===== config.mk =====
export PLATFORM = sky130hd
export DESIGN_NAME = rv_seq_ctrl_flat
export DESIGN_NICKNAME = d
export VERILOG_FILES = /design/src/rtl/rv_seq_ctrl_if.sv /design/src/rtl/rv_seq_ctrl.sv /design/src/flat_wrapper.sv
export SDC_FILE = /design/constraint.sdc
export NUM_CORES = 1
export LEC_CHECK = 0
export CAP_MARGIN = 20
export CORE_MARGIN = 1.5
export CORE_UTILIZATION = 40
export DETAILED_ROUTE_END_ITERATION = 8
export GPL_ROUTABILITY_DRIVEN = 0
export PLACE_DENSITY = 0.68
export REMOVE_ABC_BUFFERS = 1
export SETUP_SLACK_MARGIN = 0.05
export SLEW_MARGIN = 20
export SYNTH_ARGS = -nofsm -noshare
export SYNTH_HDL_FRONTEND = slang
export SYNTH_SLANG_ARGS = --single-unit

===== constraint.sdc =====
create_clock -name clk -period 2.5 [get_ports clk]
set_input_delay 0.25 -clock clk [delete_from_list [all_inputs] [get_ports clk]]
set_output_delay 0.25 -clock clk [all_outputs]
set_load 0.02 [all_outputs]

===== src/rtl/rv_seq_ctrl_if.sv =====
// Handshake and strobe bundle between the RV sequencer and its datapath/memories.
// master = sequencer side, slave = datapath/memory side.
interface rv_seq_ctrl_if #(
   parameter int CNT_W = 32
);
   logic             instr_valid;
   logic             mem_ready;
   logic             is_load;
   logic             is_store;
   logic             is_branch;
   logic             is_jump;
   logic             is_ecall;
   logic             branch_taken;
   logic             instr_req;
   logic             instr_load;
   logic             rf_read_en;
   logic             alu_en;
   logic             mem_req;
   logic             mem_we;
   logic             rf_write_en;
   logic             pc_en;
   logic             pc_sel;
   logic             halted;
   logic             err;
   logic [2:0]       state;
   logic [CNT_W-1:0] instret;

   modport master (
      input  instr_valid, mem_ready, is_load, is_store, is_branch, is_jump, is_ecall, branch_taken,
      output instr_req, instr_load, rf_read_en, alu_en, mem_req, mem_we, rf_write_en,
             pc_en, pc_sel, halted, err, state, instret
   );

   modport slave (
      output instr_valid, mem_ready, is_load, is_store, is_branch, is_jump, is_ecall, branch_taken,
      input  instr_req, instr_load, rf_read_en, alu_en, mem_req, mem_we, rf_write_en,
             pc_en, pc_sel, halted, err, state, instret
   );
endinterface


===== src/rtl/rv_seq_ctrl.sv =====
// Multi-cycle FETCH/DECODE/EXEC/MEM/WB sequencer for the RV core datapath.
// Halts on ECALL, counts retired instructions and traps bus timeouts in a sticky error state.
module rv_seq_ctrl #(
   parameter int FETCH_TIMEOUT = 16,
   parameter int MEM_TIMEOUT   = 16,
   parameter int CNT_W         = 32
) (
   input  logic          clk,
   input  logic          rst,
   rv_seq_ctrl_if.master bus
);
   localparam int MAX_TO = (FETCH_TIMEOUT > MEM_TIMEOUT) ? FETCH_TIMEOUT : MEM_TIMEOUT;
   localparam int WAIT_W = $clog2(MAX_TO);
   localparam logic [WAIT_W-1:0] FETCH_LAST = WAIT_W'(FETCH_TIMEOUT - 1);
   localparam logic [WAIT_W-1:0] MEM_LAST   = WAIT_W'(MEM_TIMEOUT - 1);
   localparam logic [WAIT_W-1:0] WAIT_ONE   = WAIT_W'(1);
   localparam logic [CNT_W-1:0]  CNT_ONE    = CNT_W'(1);

   typedef enum logic [2:0] {
      ST_RESET  = 3'd0,
      ST_FETCH  = 3'd1,
      ST_DECODE = 3'd2,
      ST_EXEC   = 3'd3,
      ST_MEM    = 3'd4,
      ST_WB     = 3'd5,
      ST_HALT   = 3'd6,
      ST_ERR    = 3'd7
   } state_e;

   typedef struct packed {
      logic ld;
      logic st;
      logic br;
      logic jmp;
   } cls_t;

   state_e            state_q, state_d;
   logic [WAIT_W-1:0] wait_q, wait_d;
   cls_t              cls_q, cls_d;
   logic [CNT_W-1:0]  instret_q, instret_d;
   logic              wait_inc;
   logic              instr_req, instr_load, rf_read_en, alu_en, mem_req, mem_we;
   logic              rf_write_en, pc_en, pc_sel, halted, err;

   // Next-state selection and strobe decode; instr_load and pc_sel follow live inputs
   always_comb begin
      state_d     = state_q;
      cls_d       = cls_q;
      wait_inc    = 1'b0;
      instr_req   = 1'b0;
      instr_load  = 1'b0;
      rf_read_en  = 1'b0;
      alu_en      = 1'b0;
      mem_req     = 1'b0;
      mem_we      = 1'b0;
      rf_write_en = 1'b0;
      pc_en       = 1'b0;
      pc_sel      = 1'b0;
      halted      = 1'b0;
      err         = 1'b0;
      case (state_q)
         ST_RESET: state_d = ST_FETCH;
         ST_FETCH: begin
            instr_req  = 1'b1;
            instr_load = bus.instr_valid;
            if (bus.instr_valid) begin
               state_d = ST_DECODE;
            end else if (wait_q == FETCH_LAST) begin
               state_d = ST_ERR;
            end else begin
               wait_inc = 1'b1;
            end
         end
         ST_DECODE: begin
            rf_read_en = 1'b1;
            cls_d      = {bus.is_load, bus.is_store, bus.is_branch, bus.is_jump};
            if (bus.is_ecall) begin
               state_d = ST_HALT;
            end else begin
               state_d = ST_EXEC;
            end
         end
         ST_EXEC: begin
            alu_en = 1'b1;
            if (cls_q.ld || cls_q.st) begin
               state_d = ST_MEM;
            end else if (cls_q.br) begin
               pc_en   = 1'b1;
               pc_sel  = bus.branch_taken;
               state_d = ST_FETCH;
            end else begin
               state_d = ST_WB;
            end
         end
         ST_MEM: begin
            mem_req = 1'b1;
            mem_we  = cls_q.st;
            // A load latch takes precedence so a malformed decode still writes back once
            if (bus.mem_ready) begin
               if (cls_q.ld) begin
                  state_d = ST_WB;
               end else begin
                  pc_en   = 1'b1;
                  state_d = ST_FETCH;
               end
            end else if (wait_q == MEM_LAST) begin
               state_d = ST_ERR;
            end else begin
               wait_inc = 1'b1;
            end
         end
         ST_WB: begin
            rf_write_en = 1'b1;
            pc_en       = 1'b1;
            pc_sel      = cls_q.jmp;
            state_d     = ST_FETCH;
         end
         ST_HALT: halted = 1'b1;
         ST_ERR:  err    = 1'b1;
         default: state_d = ST_ERR;
      endcase

      if (wait_inc) begin
         wait_d = wait_q + WAIT_ONE;
      end else begin
         wait_d = '0;
      end

      if (pc_en) begin
         instret_d = instret_q + CNT_ONE;
      end else begin
         instret_d = instret_q;
      end
   end

   // State, wait counter, class latches and retired-instruction counter
   always_ff @(posedge clk or negedge rst) begin
      if (!rst) begin
         state_q   <= ST_RESET;
         wait_q    <= '0;
         cls_q     <= '0;
         instret_q <= '0;
      end else begin
         state_q   <= state_d;
         wait_q    <= wait_d;
         cls_q     <= cls_d;
         instret_q <= instret_d;
      end
   end

   assign bus.instr_req   = instr_req;
   assign bus.instr_load  = instr_load;
   assign bus.rf_read_en  = rf_read_en;
   assign bus.alu_en      = alu_en;
   assign bus.mem_req     = mem_req;
   assign bus.mem_we      = mem_we;
   assign bus.rf_write_en = rf_write_en;
   assign bus.pc_en       = pc_en;
   assign bus.pc_sel      = pc_sel;
   assign bus.halted      = halted;
   assign bus.err         = err;
   assign bus.state       = state_q;
   assign bus.instret     = instret_q;
endmodule


===== src/flat_wrapper.sv =====
// flat-port wrapper written by rule: the top's interface ports become plain ports
module rv_seq_ctrl_flat 
#(
   parameter int FETCH_TIMEOUT = 16,
   parameter int MEM_TIMEOUT   = 16,
   parameter int CNT_W         = 32
)
  (clk, rst, bus_instr_valid, bus_mem_ready, bus_is_load, bus_is_store, bus_is_branch, bus_is_jump, bus_is_ecall, bus_branch_taken, bus_instr_req, bus_instr_load, bus_rf_read_en, bus_alu_en, bus_mem_req, bus_mem_we, bus_rf_write_en, bus_pc_en, bus_pc_sel, bus_halted, bus_err, bus_state, bus_instret);
  rv_seq_ctrl_if #(.CNT_W(CNT_W)) bus_i ();
  input  logic clk;
  input  logic rst;
  input wire logic [$bits(bus_i.instr_valid)-1:0] bus_instr_valid;
  input wire logic [$bits(bus_i.mem_ready)-1:0] bus_mem_ready;
  input wire logic [$bits(bus_i.is_load)-1:0] bus_is_load;
  input wire logic [$bits(bus_i.is_store)-1:0] bus_is_store;
  input wire logic [$bits(bus_i.is_branch)-1:0] bus_is_branch;
  input wire logic [$bits(bus_i.is_jump)-1:0] bus_is_jump;
  input wire logic [$bits(bus_i.is_ecall)-1:0] bus_is_ecall;
  input wire logic [$bits(bus_i.branch_taken)-1:0] bus_branch_taken;
  output wire logic [$bits(bus_i.instr_req)-1:0] bus_instr_req;
  output wire logic [$bits(bus_i.instr_load)-1:0] bus_instr_load;
  output wire logic [$bits(bus_i.rf_read_en)-1:0] bus_rf_read_en;
  output wire logic [$bits(bus_i.alu_en)-1:0] bus_alu_en;
  output wire logic [$bits(bus_i.mem_req)-1:0] bus_mem_req;
  output wire logic [$bits(bus_i.mem_we)-1:0] bus_mem_we;
  output wire logic [$bits(bus_i.rf_write_en)-1:0] bus_rf_write_en;
  output wire logic [$bits(bus_i.pc_en)-1:0] bus_pc_en;
  output wire logic [$bits(bus_i.pc_sel)-1:0] bus_pc_sel;
  output wire logic [$bits(bus_i.halted)-1:0] bus_halted;
  output wire logic [$bits(bus_i.err)-1:0] bus_err;
  output wire logic [$bits(bus_i.state)-1:0] bus_state;
  output wire logic [$bits(bus_i.instret)-1:0] bus_instret;
  assign bus_i.instr_valid = bus_instr_valid;
  assign bus_i.mem_ready = bus_mem_ready;
  assign bus_i.is_load = bus_is_load;
  assign bus_i.is_store = bus_is_store;
  assign bus_i.is_branch = bus_is_branch;
  assign bus_i.is_jump = bus_is_jump;
  assign bus_i.is_ecall = bus_is_ecall;
  assign bus_i.branch_taken = bus_branch_taken;
  assign bus_instr_req = bus_i.instr_req;
  assign bus_instr_load = bus_i.instr_load;
  assign bus_rf_read_en = bus_i.rf_read_en;
  assign bus_alu_en = bus_i.alu_en;
  assign bus_mem_req = bus_i.mem_req;
  assign bus_mem_we = bus_i.mem_we;
  assign bus_rf_write_en = bus_i.rf_write_en;
  assign bus_pc_en = bus_i.pc_en;
  assign bus_pc_sel = bus_i.pc_sel;
  assign bus_halted = bus_i.halted;
  assign bus_err = bus_i.err;
  assign bus_state = bus_i.state;
  assign bus_instret = bus_i.instret;
  rv_seq_ctrl #(.FETCH_TIMEOUT(FETCH_TIMEOUT), .MEM_TIMEOUT(MEM_TIMEOUT), .CNT_W(CNT_W)) u_core (.clk(clk), .rst(rst), .bus(bus_i));
endmodule

# Word level (Yosys, flattened, before mapping)
# Index checks and enable logic that the tools add are counted.
[totals] ff_bits=43 in_bits=10 out_inout_bits=46 wordCells=51
[op_classes] n_addsub=2 eq_ne=8 mux=30 n_reduce_logical=4
[ops] op="adder 32 x 1 -> 32 bit, second input constant" n=1
[ops] op="2-to-1 mux 3 bit" n=7
[ops] op="2-to-1 mux 1 bit" n=18
[ops] op="case mux 3 bit (5 select lines)" n=1
[ops] op="== test 3 bit, second input constant" n=4
[ops] op="== test 3 x 2 -> 1 bit, second input constant" n=2
[ops] op="nonzero test 5 bit" n=1
[ops] op="adder 4 x 1 -> 4 bit, second input constant" n=1
[ops] op="== test 4 bit, second input constant" n=1
[ops] op="2-to-1 mux 4 bit" n=1
[ops] op="case mux 1 bit (2 select lines)" n=2
[ops] op="== test 3 x 1 -> 1 bit, second input constant" n=1
[ops] op="zero test 3 bit" n=1
[ops] op="case mux 1 bit (3 select lines)" n=1
[ops] op="OR reduction 2 bit" n=1
[ops] op="logical OR 1 bit" n=1

# Logic depth before layout (Yosys ltp)
[depth] depth_word=5 depth_mapped=5

# Worst setup path after synthesis
# No wires, ideal clock.
[synth_path] path_type="reg-to-reg" start="reg u_core.state_q[1], in the netlist u_core.bus.state[1]" end="reg u_core.cls_q[0] in the netlist's numbering" setup_ps=125 arrival_ps=1950 required_time_ps=2375 path_slack_ps=425 stages_incl_launch_ff=5 path_buffers=1 period_less_slack_ps=2075 cell_sequence="dfrtp_1 buf_2 inv_1 nor3_1 mux2_2"
[synth_between] elab_chain_len=1
[synth_lines] element="start, declared" line="rv_seq_ctrl.sv:37" rtl="state_e state_q, state_d;"
[synth_lines] element="start signal, assigned" line="rv_seq_ctrl.sv:144" rtl="state_q <= state_d;"
[synth_lines] element="== test 3 x 2 -> 1 bit" line="rv_seq_ctrl.sv:61" rtl="case (state_q)"
[synth_lines] element="end signal, assigned" line="rv_seq_ctrl.sv:146" rtl="cls_q <= cls_d;"
[synth_lines] element="end, declared" line="rv_seq_ctrl.sv:39" rtl="cls_t cls_q, cls_d;"
# Every way passes these cells.
# A chain may end at the register's enable or synchronous reset.

# Final worst setup path
[layout_path] start="reg u_core.state_q[2], in the netlist u_core.bus.state[2]" end="out bus_pc_en"
[layout_between] elab_chain_len=2
[layout_lines] element="== test 3 bit or == test 3 x 2 -> 1 bit (tied branches)" line="rv_seq_ctrl.sv:61"
[layout_lines] element="case mux 1 bit (3 select lines) *" line="rv_seq_ctrl.sv:61"
[layout_lines] element="end, declared" line="flat_wrapper.sv:27" rtl="output wire logic [$bits(bus_i.pc_en)-1:0] bus_pc_en;"
# Mark *: on every way between the ends. The rest lies on a longest branch, timed or not.

==> results_dict.tcl <==
set metrics [dict create \
    status "complete, no violations" \
    power_per_cell_area_nw_per_um2 825 \
    first_global_vias 1634 \
    rows 26 \
    reg2reg_depth 5 \
    vias_per_cell 5.07 \
    netSwitchingFraction_pct 35.5 \
    cts.repair.resized 0 \
    clk_pin_slew_worst_paths_ns 0.08 \
    synth_async_sr_flop_share_pct 100 \
    irDropWorstVdd_uv 438 \
    crit_arrival_ns 2.09 \
    clock_sink_total 43 \
    synth-edff-count 0 \
    groute.usage.overall_pct 17.4 \
    grt_pass1_wl_um 7530 \
    share_of_the_synthesized_netlist_area_taken_by_xor_and_xnor_gates_pct 13.6 \
    yosysMostFrequentCell "sky130_fd_sc_hd__dfrtp_1" \
    post_synth_num_cell_types 36 \
    fillCellCount 467 \
    synthAdderAreaFrac_pct 1.18 \
    crit_path_max_incr_delay_ns 0.64 \
    setup_total_negative_slack_ns 0 \
    crit_path_max_fanout 8 \
    critical_path_slowest_stage_cell "sky130_fd_sc_hd__clkdlybuf4s50_1" \
    grt-ovfl-total 0 \
    grt_start_max_net_pins 44 \
    cpLargestDelayFamily "simple AND/OR/NAND/NOR gates" \
    comb_power_share_pct 37.3 \
    total_switching_power_w 0.000849 \
    drc 0 \
    leakage_nw 1.21 \
    achievable-frequency_mhz 428 \
    r2r_setup_slack_ns 0.59 \
    sequential_fraction_of_the_synthesis_area_pct 50.8 \
    clock_tree_from_tritoncts "built" \
    power.share.clock_pct 23.3 \
    critical_path.endpoint_type "primary output" \
    clockBufferDepth 2 \
    slew-limit-headroom_pct 36.7 \
    crit_chain "and3b_4 -> nand3_2 -> nand2_1 -> clkdlybuf4s50_1" \
    totalWireLength_um 4490 \
    detailed_routing_iteration_count_for_the_pre_antenna_repair_pass 4 \
    timing.max_cap.violations 0 \
    synth_ff_type "sky130_fd_sc_hd__dfrtp_1" \
    timing_worst_slew_pin_value_ns 0.950 \
    syn-instance-count 200 \
    required_ns 2.25 \
    critical_path.reg2reg.startpoint "u_core.bus.state[2]$_DFFE_PN0P_" \
    p_seq_share_pct 39.4 \
    synth-seq-cells 43 \
    slew_viol_final 0 \
    yosys.area_share.simple_pct 22.4 \
    layout-drive-gt1-share_pct 11.3 \
    count_of_synthesis_stage_warnings_from_yosys 0 \
    avgRoutedWirePerCell_um 13.4 \
    initialDrtViolationCount 44 \
    synthesis_to_layout_area_growth_pct 36.7 \
    synth.largest_area_cell "sky130_fd_sc_hd__dfrtp_1" \
    cts.hold.buffers_added 0 \
    hpwl_um 3320 \
    dpl-instance-area_um2 2780 \
    cell_internal_pwr_w 0.00154 \
    synth.cells.most_frequent "sky130_fd_sc_hd__dfrtp_1 (43), sky130_fd_sc_hd__xnor2_1 (24), sky130_fd_sc_hd__nor2_1 (20), sky130_fd_sc_hd__nand3_1 (16), sky130_fd_sc_hd__nand2_1 (15)" \
    final_cell_area_excluding_filler_cells_um2 2900 \
    drtAntennaViolNets 0 \
    netlist_area_um2 2120 \
    synthTopCellsByArea "sky130_fd_sc_hd__dfrtp_1 (51%), sky130_fd_sc_hd__xnor2_1 (9.9%), sky130_fd_sc_hd__nand3_1 (3.8%)" \
    multiplexer_area_fraction_after_synthesis_pct 2.66 \
    detailroute.via_count 1704 \
    cts_setup_buffers 0 \
    numPortBuffers 55 \
    cts_made_buffers 5 \
    ports 56 \
    starting_utilization_of_the_core_area_pct 41.5 \
    synth_compound_area_share_pct 7.91 \
    setup_slack_ns 0.161 \
    main_combinational_cell_family_by_area_after_synthesis "simple AND/OR/NAND/NOR gates" \
    hold_path.class "in2async" \
    minimum_period_implied_by_the_final_worst_setup_slack_ns 2.34 \
    fin_nets 277 \
    grt_antenna_before_repair 0 \
    worstPathBufferInverterCount 1 \
    worst_skew_pair.late_latency_ns 0.30 \
    floorplan.die_area_um2 5740 \
    post_synth.cell_area_avg_um2 10.6 \
    grt_setup_unrepaired "false" \
    cts.root.buffer_cell "sky130_fd_sc_hd__clkbuf_8" \
    dp_slack_ns 0.272 \
    die_h_um 75.8 \
    setup_violations 0 \
    synth_top_cell_area_share_pct 50.8 \
    clock-skew-final_ns 0.00570 \
    diodes_inserted 0 \
    timing.final.hold_violations 0 \
    critical_path_class "reg2out" \
    htree_num_levels 2 \
    final.period_utilization_pct 93.5 \
    type_of_element_launching_the_critical_path "flop" \
    chipWidth_um 75.8 \
    core-area_um2 5110 \
    regToRegEndpoint "u_core.bus.instret[25]$_DFFE_PN0P_" \
]
-- worst reg2reg max path, cell delays in order, from the launching register on --
cell	delay (ns)
sky130_fd_sc_hd__dfrtp_1	0.46
sky130_fd_sc_hd__and3b_4	0.35
sky130_fd_sc_hd__nand3_2	0.16
sky130_fd_sc_hd__a2111oi_4	0.52
sky130_fd_sc_hd__nand4_1	0.17
sky130_fd_sc_hd__xnor2_1	0.15
-- power by group through the flow --
stage	combinational, W	sequential (W)	clock, W
floorplan	0.000446	0.00102	0
finish	0.000891	0.000942	0.000557
global placement	0.000888	0.000954	0
detailed placement	0.000899	0.000952	0
CTS	0.000899	0.000940	0.000573
global route	0.000977	0.000968	0.000605
-- metrics by stage --
stage	utilization, %	std cells	hold WS, ns	total power [W]
detailed placement	54.4	328	0.455	0.00185
CTS	56.7	336	0.129	0.00241
finish	56.7	336	0.0958	0.00239
global placement	54.4	328	0.452	0.00184
global route	56.7	336	0.163	0.00255
floorplan	-	199	-0.0456	0.00146
-- sequential cells by signal, summed over array words and instances, names as in the netlist --
| register | cells |
|---|---|
| u_core.bus.state | 3 |
| u_core.bus.instret | 32 |
| u_core.wait_q | 4 |
| u_core.cls_q | 4 |
-- layer usage --
layer | track usage, % | share of wire (%) | vias up
met3 | 4.76 | 5.9 | 6
met2 | 27.1 | 45 | 46
met5 | 0 | 0 | -
met1 | 23.9 | 48 | 828
met4 | 4.76 | 1.2 | 0
li1 | - | - | 824
-- cell type report --
type | instances | area [um^2] | area share (%)
Clock buffer | 6 | 82.6 | 2.85
Clock inverter | 2 | 35.0 | 1.21
Inverter | 7 | 26.3 | 0.907
Multi-Input combinational cell | 149 | 1010 | 34.9
Sequential cell | 43 | 1080 | 37.2
Tap cell | 70 | 87.6 | 3.02
Timing Repair Buffer | 59 | 576 | 19.9
-- logic make-up (layout without fill, tap and decap cells) --
family                     count (synthesis)  after routing
AOI/OAI and AO/OA                         18             18
adders and majority gates                  2              2
xor gates and xnor gates                  33             33
DFF                                       43             43
and+or+nand+nor                           91             91
muxes                                      5              5
buffers and inverters                      8             74
-- placed cells by master, fill, tap and decap left out, drive strengths merged, types with 8 or more instances in the layout --
cell           Yosys  layout
xor2               9       9
and3              10      10
clkdlybuf4s50      0      54
xnor2             24      24
dfrtp             43      43
nand3             18      18
nor2              20      20
nand2             15      15
nor3               8       8
-- how the worst max path moves through the flow --
stage,from,slack [ns],end,cells after the start
floorplan,u_core.bus.state[1]$_DFFE_PN0P_,0.45,u_core.cls_q[0]$_DFFE_PN0P_,3
global placement,bus_mem_ready,0.25,bus_pc_en,5
detailed placement,bus_mem_ready,0.27,bus_pc_en,5
CTS,u_core.bus.state[2]$_DFFE_PN0P_,0.15,bus_pc_en,4
global route,u_core.bus.state[2]$_DFFE_PN0P_,0.06,bus_pc_en,4
finish,u_core.bus.state[2]$_DFFE_PN0P_,0.16,bus_pc_en,4
(Power assumes the default switching activity.)
